[src/rtl/pic_pkg.sv]
// Shared types, OCW2 command encodings and the rotating priority search
// for the interrupt sequencer slice.
package pic_pkg;

    typedef enum logic [1:0] {
        ST_IDLE = 2'd0,
        ST_ACK1 = 2'd1,
        ST_ACK2 = 2'd2
    } pic_state_e;

    localparam logic [2:0] EOI_NONSPEC     = 3'b001;
    localparam logic [2:0] EOI_SPEC        = 3'b011;
    localparam logic [2:0] EOI_ROT_NONSPEC = 3'b101;
    localparam logic [2:0] EOI_ROT_SPEC    = 3'b111;
    localparam logic [2:0] EOI_SET_PRIO    = 3'b110;

    localparam logic [7:0] SPURIOUS_LATCH  = 8'h80;

    typedef struct packed {
        logic       found;
        logic [2:0] level;
    } prio_hit_t;

    // Walks from lowest to highest priority so the last hit is the winner.
    function automatic prio_hit_t find_highest(input logic [7:0] bits, input logic [2:0] start);
        prio_hit_t  hit;
        logic [2:0] idx;
        hit = '0;
        for (int k = 7; k >= 0; k--) begin
            idx = start + 3'(k);
            if (bits[idx]) begin
                hit.found = 1'b1;
                hit.level = idx;
            end
        end
        return hit;
    endfunction

    function automatic logic [2:0] encode_level(input logic [7:0] onehot);
        logic [2:0] lvl;
        lvl = 3'd0;
        for (int i = 0; i < 8; i++) begin
            if (onehot[i]) begin
                lvl = 3'(i);
            end
        end
        return lvl;
    endfunction

endpackage

[src/rtl/pic_irr_latch.sv]
// Interrupt request register: edge/level capture of the raw IR lines with
// acknowledge clear, where a fresh set condition beats the clear.
module pic_irr_latch (
    input  logic       clk,
    input  logic       rst_n,
    input  logic [7:0] ir_in,
    input  logic       ltim,
    input  logic [7:0] ack_clr,
    output logic [7:0] irr
);

    logic [7:0] ir_prev_q;
    logic [7:0] irr_q;
    logic [7:0] irr_d;
    logic [7:0] set_cond;

    // A dropped line always clears; a held request survives unless acknowledged.
    always_comb begin
        set_cond = ltim ? ir_in : (ir_in & ~ir_prev_q);
        irr_d    = set_cond | (irr_q & ir_in & ~ack_clr);
    end

    // ir_prev resets high so lines already asserted at reset never look like edges.
    always_ff @(posedge clk or negedge rst_n) begin
        if (!rst_n) begin
            ir_prev_q <= 8'hFF;
            irr_q     <= 8'h00;
        end else begin
            ir_prev_q <= ir_in;
            irr_q     <= irr_d;
        end
    end

    assign irr = irr_q;

endmodule

[src/rtl/interrupt_sequencer.sv]
// INTA sequencing FSM, in-service register, EOI/rotation handling and
// vector strobe for an 8259-style interrupt controller.
module interrupt_sequencer
    import pic_pkg::*;
(
    input  logic       clk,
    input  logic       rst_n,
    input  logic [7:0] ir_in,
    input  logic       ltim,
    input  logic       auto_eoi,
    input  logic       inta_pulse,
    input  logic       eoi_valid,
    input  logic [2:0] eoi_cmd,
    input  logic [2:0] eoi_level,
    input  logic [7:0] interrupt_vector,
    output logic [7:0] irr,
    output logic [7:0] isr,
    output logic [2:0] priority_rotate,
    output logic       int_out,
    output logic [2:0] vector_index,
    output logic       vector_valid
);

    pic_state_e state_q, state_d;
    logic [7:0] ack_latch_q, ack_latch_d;
    logic       ack_spur_q, ack_spur_d;
    logic [7:0] isr_q, isr_d;
    logic [2:0] prio_q, prio_d;
    logic       int_out_q, int_out_d;
    logic [2:0] vec_idx_q, vec_idx_d;
    logic       vec_valid_q, vec_valid_d;

    logic [7:0] ack_clr;
    logic [7:0] ack_set;
    logic [7:0] eoi_clr;
    logic [7:0] auto_clr;
    prio_hit_t  hit;

    assign ack_clr = (state_q == ST_IDLE && inta_pulse) ? interrupt_vector : 8'h00;

    pic_irr_latch u_irr (
        .clk     (clk),
        .rst_n   (rst_n),
        .ir_in   (ir_in),
        .ltim    (ltim),
        .ack_clr (ack_clr),
        .irr     (irr)
    );

    always_comb begin
        state_d     = state_q;
        ack_latch_d = ack_latch_q;
        ack_spur_d  = ack_spur_q;
        prio_d      = prio_q;
        vec_idx_d   = vec_idx_q;
        vec_valid_d = 1'b0;
        ack_set     = 8'h00;
        eoi_clr     = 8'h00;
        auto_clr    = 8'h00;
        hit         = find_highest(isr_q, prio_q);

        // EOI works on the pre-cycle ISR; the other OCW2 codes fall to the no-op default.
        if (eoi_valid) begin
            case (eoi_cmd)
                EOI_NONSPEC: begin
                    if (hit.found) eoi_clr[hit.level] = 1'b1;
                end
                EOI_SPEC: begin
                    eoi_clr[eoi_level] = 1'b1;
                end
                EOI_ROT_NONSPEC: begin
                    if (hit.found) begin
                        eoi_clr[hit.level] = 1'b1;
                        prio_d             = hit.level + 3'd1;
                    end
                end
                EOI_ROT_SPEC: begin
                    eoi_clr[eoi_level] = 1'b1;
                    prio_d             = eoi_level + 3'd1;
                end
                EOI_SET_PRIO: begin
                    prio_d = eoi_level + 3'd1;
                end
                default: ;
            endcase
        end

        case (state_q)
            ST_IDLE: begin
                if (inta_pulse) begin
                    state_d = ST_ACK1;
                    if (interrupt_vector == 8'h00) begin
                        ack_latch_d = SPURIOUS_LATCH;
                        ack_spur_d  = 1'b1;
                    end else begin
                        ack_latch_d = interrupt_vector;
                        ack_spur_d  = 1'b0;
                        ack_set     = interrupt_vector;
                    end
                end
            end
            ST_ACK1: begin
                if (inta_pulse) begin
                    state_d     = ST_ACK2;
                    vec_idx_d   = encode_level(ack_latch_q);
                    vec_valid_d = 1'b1;
                    if (auto_eoi && !ack_spur_q) auto_clr = ack_latch_q;
                end
            end
            ST_ACK2: state_d = ST_IDLE;
            default: state_d = ST_IDLE;
        endcase

        isr_d     = (isr_q & ~(eoi_clr | auto_clr)) | ack_set;
        int_out_d = (state_d == ST_IDLE) && (interrupt_vector != 8'h00);
    end

    always_ff @(posedge clk or negedge rst_n) begin
        if (!rst_n) begin
            state_q     <= ST_IDLE;
            ack_latch_q <= 8'h00;
            ack_spur_q  <= 1'b0;
            isr_q       <= 8'h00;
            prio_q      <= 3'd0;
            int_out_q   <= 1'b0;
            vec_idx_q   <= 3'd0;
            vec_valid_q <= 1'b0;
        end else begin
            state_q     <= state_d;
            ack_latch_q <= ack_latch_d;
            ack_spur_q  <= ack_spur_d;
            isr_q       <= isr_d;
            prio_q      <= prio_d;
            int_out_q   <= int_out_d;
            vec_idx_q   <= vec_idx_d;
            vec_valid_q <= vec_valid_d;
        end
    end

    assign isr             = isr_q;
    assign priority_rotate = prio_q;
    assign int_out         = int_out_q;
    assign vector_index    = vec_idx_q;
    assign vector_valid    = vec_valid_q;

endmodule

[config.mk]
export PLATFORM = sky130hd
export DESIGN_NAME = interrupt_sequencer
export DESIGN_NICKNAME = d
export VERILOG_FILES = /design/src/rtl/pic_pkg.sv /design/src/rtl/pic_irr_latch.sv /design/src/rtl/interrupt_sequencer.sv
export SDC_FILE = /design/constraint.sdc
export NUM_CORES = 1
export LEC_CHECK = 0
export ABC_AREA = 1
export ABC_CLOCK_PERIOD_IN_PS = 3890
export BUFFER_PORTS_ARGS = -buffer_cell sky130_fd_sc_hd__buf_2
export CORE_MARGIN = 1.5
export CORE_UTILIZATION = 38
export CTS_CLUSTER_DIAMETER = 80
export DETAILED_ROUTE_END_ITERATION = 16
export PLACE_DENSITY_LB_ADDON = 0.2
export SLEW_MARGIN = 20
export SYNTH_ARGS = -nofsm -noshare
export SYNTH_HDL_FRONTEND = slang
export SYNTH_SLANG_ARGS = --single-unit
[constraint.sdc]
create_clock -name clk -period 3.89 [get_ports clk]
set_clock_uncertainty 0.1 [all_clocks]
set_input_delay 0.1945 -clock clk [delete_from_list [all_inputs] [get_ports clk]]
set_output_delay 0.1945 -clock clk [all_outputs]
set_load 0.01 [all_outputs]
== Word level (Yosys, flattened, before mapping) ==
Cells that the tools add are included.
Word-level totals
  register bits: 43
  input port bits: 28
  output and inout bits: 24
  word-level logic and storage cells: 120
Cells by class
  order comparisons: 12
  reductions and logical operators: 17
  equal/unequal tests: 7
  mux-type cells: 55
  add/sub/neg operators: 9
  bitwise gates (word level): 10
Operator list (number)
  2-to-1 mux 8 bit: 11
  < comparator 3 x 4 -> 1 bit (second input constant): 10
  AND 8 bit: 4
  2-to-1 mux 4 bit: 8
  binary-select mux 1 bit (select 3 bit): 8
  NOT 8 bit: 3
  bitwise OR 8 bit: 3
  2-to-1 mux 3 bit: 7
  case mux 8 bit (2 select lines): 1
  2-to-1 mux 1 bit: 14
  adder 3 bit (second input constant): 4
  adder 3 x 1 -> 3 bit (second input constant): 3
  equality test 3 bit (second input constant): 3
  zero test 8 bit: 1
  nonzero test 8 bit: 1
  adder 3 x 2 -> 3 bit (second input constant): 2
  demux 1 bit (select 3 bit): 2
  greater-or-equal comparator 3 x 1 -> 1 bit (second input constant): 2
  case mux 3 bit (2 select lines): 1
  OR reduction 2 bit: 3
  logical AND 1 bit: 5
  zero test 2 bit: 2
  2-to-1 mux 2 bit: 2
  case mux 2 bit (2 select lines): 1
  other kinds (8): 9

== Depth between registers and ports, before layout ==
  word-level depth: 22
  mapped depth: 23
  gate-level depth less buffers: 21

== By module ==
From an unflattened synthesis, not the netlist that was laid out.
Second synthesis, totals
  cells, all modules: 377
  area, all modules: 2796.4 um^2
By module, submodules not included
  interrupt_sequencer: area each 2225.9 um^2, cells each 329, times used 1, sequential area each 675.6 um^2
  pic_irr_latch: area each 570.5 um^2, cells each 48, times used 1, sequential area each 410.4 um^2

== Least setup slack after synthesis ==
Ideal clock, no wire load.
  kind: flip-flop to flip-flop
  start point: register prio_q[1], in the netlist priority_rotate[1]
  end point: register prio_q[2], in the netlist priority_rotate[2]
  data arrival time: 2.537 ns
  slack: 1.135 ns
  library setup time: 0.118 ns
  path buffers: 3
  period minus slack after synthesis: 2.755 ns
  stages on the path, launching flop included: 23
  required time: 3.672 ns
  path through: dfrtp_1 > buf_6 > inv_6 > buf_12 > ha_1 > buf_2 > inv_2 > nand3_1 > nand3_1 > nand2_2 > a21oi_1 > nand3_1 > nand2_1 > nand2_1 > nand2_1 > nand2_2 > nand2_2 > a21oi_1 > ha_1 > inv_1 > o211ai_2 > nand3_1 > nand2_1
Between the ends
  longest elaborated chain between the ends: 14
  elaborated cells on any way between the ends: 36
  classes of those cells: add/sub (8); eq/ne (1); mux (26); reduce/logical (1)
Ends and longest elaborated chain
  start, declared: RTL line interrupt_sequencer.sv:28  | logic [2:0] prio_q, prio_d;
  start signal, assigned: RTL line interrupt_sequencer.sv:133  | prio_q <= prio_d;
  adder 3 bit: RTL line pic_pkg.sv:30  | idx = start + 3'(k);
  binary-select mux 1 bit (select 3 bit): RTL line pic_pkg.sv:31  | if (bits[idx]) begin
  2-to-1 mux 1 bit (not written as such): RTL line pic_pkg.sv:31
  2-to-1 mux 4 bit (7 in a row): RTL line pic_pkg.sv:31
  2-to-1 mux 4 bit *: RTL line pic_pkg.sv:31
  adder 3 x 1 -> 3 bit: RTL line interrupt_sequencer.sv:74  | prio_d = hit.level + 3'd1;
  2-to-1 mux 3 bit: RTL line interrupt_sequencer.sv:72  | if (hit.found) begin
  case mux 3 bit (2 select lines): RTL line interrupt_sequencer.sv:64  | case (eoi_cmd)
Every way passes the cells marked *; elsewhere a longest branch is shown, timed or not. The select of a mux whose other input is x is not followed.
A chain may end at the register's enable or synchronous reset.

== Final worst setup path ==
  start point: register prio_q[0], in the netlist priority_rotate[0]
  end point: register prio_q[2], in the netlist priority_rotate[2]
The elaborated chain is that of the path after synthesis.

==> impl_metrics.toml <==
[sta]
tightest_slew_ns = 0.9419
slew_viol_final = 0
finalCritPeriodShare_pct = 82.06
max_freq_ghz = 0.3133
rsz0062_at_grt = "no"
slew_headroom_pct = 37.21
min_period_ns = 3.192
setup_violations = 0
finalSetupTns_ns = 0
hold_viol = 0

[routing]
vias_per_cell = 4.787
dr.first_iter.drc_count = 89
final_antenna_net_count = 0
wl_per_cell_um = 12.91
first_pass_iters = 4
finalWirelength_um = 6595
drc_errors = 0
routed-via-count = 2446

[synth]
synthArstFlopShare_pct = 100.0
synth_cells = 354
synth.area.mux_share_pct = 0.3687
synth_seq_cells = 43
synth_top_family_by_area = "simple AND/OR/NAND/NOR gates"
synth_cell_types = 39
ys.flop_type = "dfrtp_1"
synth_edf_count = 0
synth_fa_ha_area_share_pct = 1.382
synth_xor_area_share_pct = 0.6452
ys_seq_area_share_pct = 40.00
avgSynthCellArea_sq_um = 7.670
synth_compound_area_share_pct = 11.89
syn_area_sq_mm = 0.002715
mappedNetlistNets = 385
yosys.area_share.simple_pct = 36.87
synth_warnings = 0

[floorplanning]
fp-row-count = 30
die_w_um = 87.53
fp.dieArea_sq_mm = 0.007662
initial_utilization_pct = 39.53
io_pins = 52
die_h_um = 87.53
core_sq_mm = 0.006869

[layout]
final_cells = 511
area_growth_pct = 18.06
nNetsFinal = 445
fin_area_sq_mm = 0.003206
drive_above_1_share_pct = 26.51
utilization_pct = 46.67
antennaDiodeCount = 0

[placed_design]
post-place-cells = 494
port_buffers = 51
place_congestion = 0.9152
dpl.hpwl_um = 5240
placed_cell_area_sq_mm = 0.003020

[grt]
grt_overflow = 0
grtUsageTotal_pct = 18.84
grt_pass1_wl_um = 11370
grt_pass1_vias = 2469
grt_antenna_before_repair = 0
grt_max_degree = 44

[power_and_ir_drop]
clkPwrFrac_pct = 10.2
combinationalPowerShare_pct = 66.2
p_leak_uw = 0.001656
p_sw_share_pct = 52.82
peakVddDrop_uv = 330.3
p_per_area_mw_per_mm2 = 910.1
power.internal_uw = 1376
power_uw = 2917
pwr-share-seq_pct = 23.6
switchingPower_uw = 1541

[clocking]
cts_buffers = 5
post_cts_buffers = 0
htree_levels = 2
cts_resized = 0
cts_tree = "built"
holdBufCountCts = 9
clk_latency_ns = 0.29
cts.sinks = 43
cts_root_buf = "clkbuf_8"
cts_buffer_depth = 2
clk_pin_slew_worst_paths_ns = 0.08

[critical_path]
crit_type = "register to register"
start_kind = "register"
cp.arrival_ns = 3.27
end_kind = "register"
cp_data_required_time_ns = 3.97
path_max_fanout = 13

[job]
maxCapViolCount = 0

[run_status]
status = "completed"

[hold_path]
min-delay-path-class = "primary input to register"
-- worst paths after layout --
kind	from	end	slack, ns	cells after the start
min	interrupt_vector[1]	isr[1]	0.07	3
min in group asynchronous	rst_n	ack_spur_q	0.48	2
max reg2reg	priority_rotate[0]	priority_rotate[2]	0.70	20
max	priority_rotate[0]	priority_rotate[2]	0.70	20
min reg2reg	vector_index[1]	vector_index[1]	0.40	1
max in group asynchronous	rst_n	priority_rotate[1]	2.62	2
-- cell type report --
cell class | instances | area [sq um]
fillers | 708 | 3664
multi-input cells | 261 | 1389
flip-flops and latches | 43 | 1086
repair buffers | 61 | 352.8
inverters | 42 | 162.7
well taps | 96 | 120.1
clock buffers | 7 | 86.33
clock inverters | 1 | 8.758
-- flip-flops by register name, summed over array words and instances, names as in the netlist --
| name | count |
|---|---|
| isr | 8 |
| ack_latch_q | 8 |
| priority_rotate | 3 |
| u_irr.irr | 8 |
| state_q | 2 |
| vector_valid | 1 |
| u_irr.ir_prev_q | 8 |
| int_out | 1 |
| ack_spur_q | 1 |
| vector_index | 3 |
-- power by group through the flow --
stage                     combinational, uW  clock [uW]  sequential, uW
after global placement                 1930           0             691
after global routing                   2210         322             702
final                                  1930         298             687
after CTS                              1940         306             687
after floorplan                        1550           0             675
after detailed placement               1930           0             696
-- worst max-delay path, stage by stage (launching register included) --
cell	delay [ns]
dfrtp_1	0.64
inv_2	0.19
ha_1	0.49
inv_2	0.10
nand3_1	0.14
nand3_1	0.14
nand2_2	0.13
inv_2	0.05
nand3_1	0.06
nand3_1	0.08
nand2_1	0.06
nand2_1	0.04
nand2_1	0.07
nand2_2	0.09
nand2_2	0.11
a21oi_1	0.08
ha_1	0.22
inv_1	0.07
o211ai_2	0.08
nand3_1	0.08
nand2_1	0.06
-- layout by cell type (no fill, tap or decap), drive strengths merged, types with 2 or more instances in the layout --
master       count
inv             41
nor4             2
ha               3
nand2          136
dfrtp           35
clkbuf           7
buf             52
clkinv           2
o21a             2
o211ai           2
o31a             8
o21ai           13
dfstp            8
dlygate4sd3      9
nand3           44
nand4            5
a21oi           10
a31oi            9
nor2            19
-- synthesized netlist by cell type, types with 3 or more instances --
cell type	count	area [sq um]
nor2_1	17	63.81
nand4_1	5	31.28
nand2_2	15	93.84
buf_6	4	45.04
nand3_2	10	100.1
a21oi_1	8	40.04
o31a_1	8	70.07
dfstp_2	8	210.2
a31oi_1	9	56.30
nand2_4	3	33.78
dfrtp_1	35	875.8
nand2_1	118	442.9
ha_1	3	37.54
inv_2	6	22.52
nand3_1	33	165.2
inv_1	34	127.6
o21ai_0	12	60.06
-- stage by stage --
| stage | hold slack [ns] | setup slack, ns |
|---|---|---|
| floorplan | -0.2011 | 1.135 |
| global placement | 0.2102 | 0.8259 |
| detailed placement | 0.2102 | 0.7432 |
| CTS | 0.06934 | 0.7305 |
| global route | 0.1021 | 0.4317 |
| finish | 0.06742 | 0.6977 |
-- logic make-up after synthesis --
family / count (synthesis)
compound gates: 46
xor+xnor: 2
fa+ha+maj: 3
buf+inv: 50
flops: 43
mux: 1
simple gates: 209
-- layer usage --
| metal | vias to the layer above | wire length, um | track usage [%] |
|---|---|---|---|
| li1 | 1274 | - | - |
| met5 | - | 0 | 0 |
| met3 | 10 | 241 | 2.733 |
| met1 | 1105 | 2974 | 24.18 |
| met2 | 57 | 3270 | 33.43 |
| met4 | 0 | 109 | 4.618 |
No activity file was read; power rests on OpenSTA's default activity.
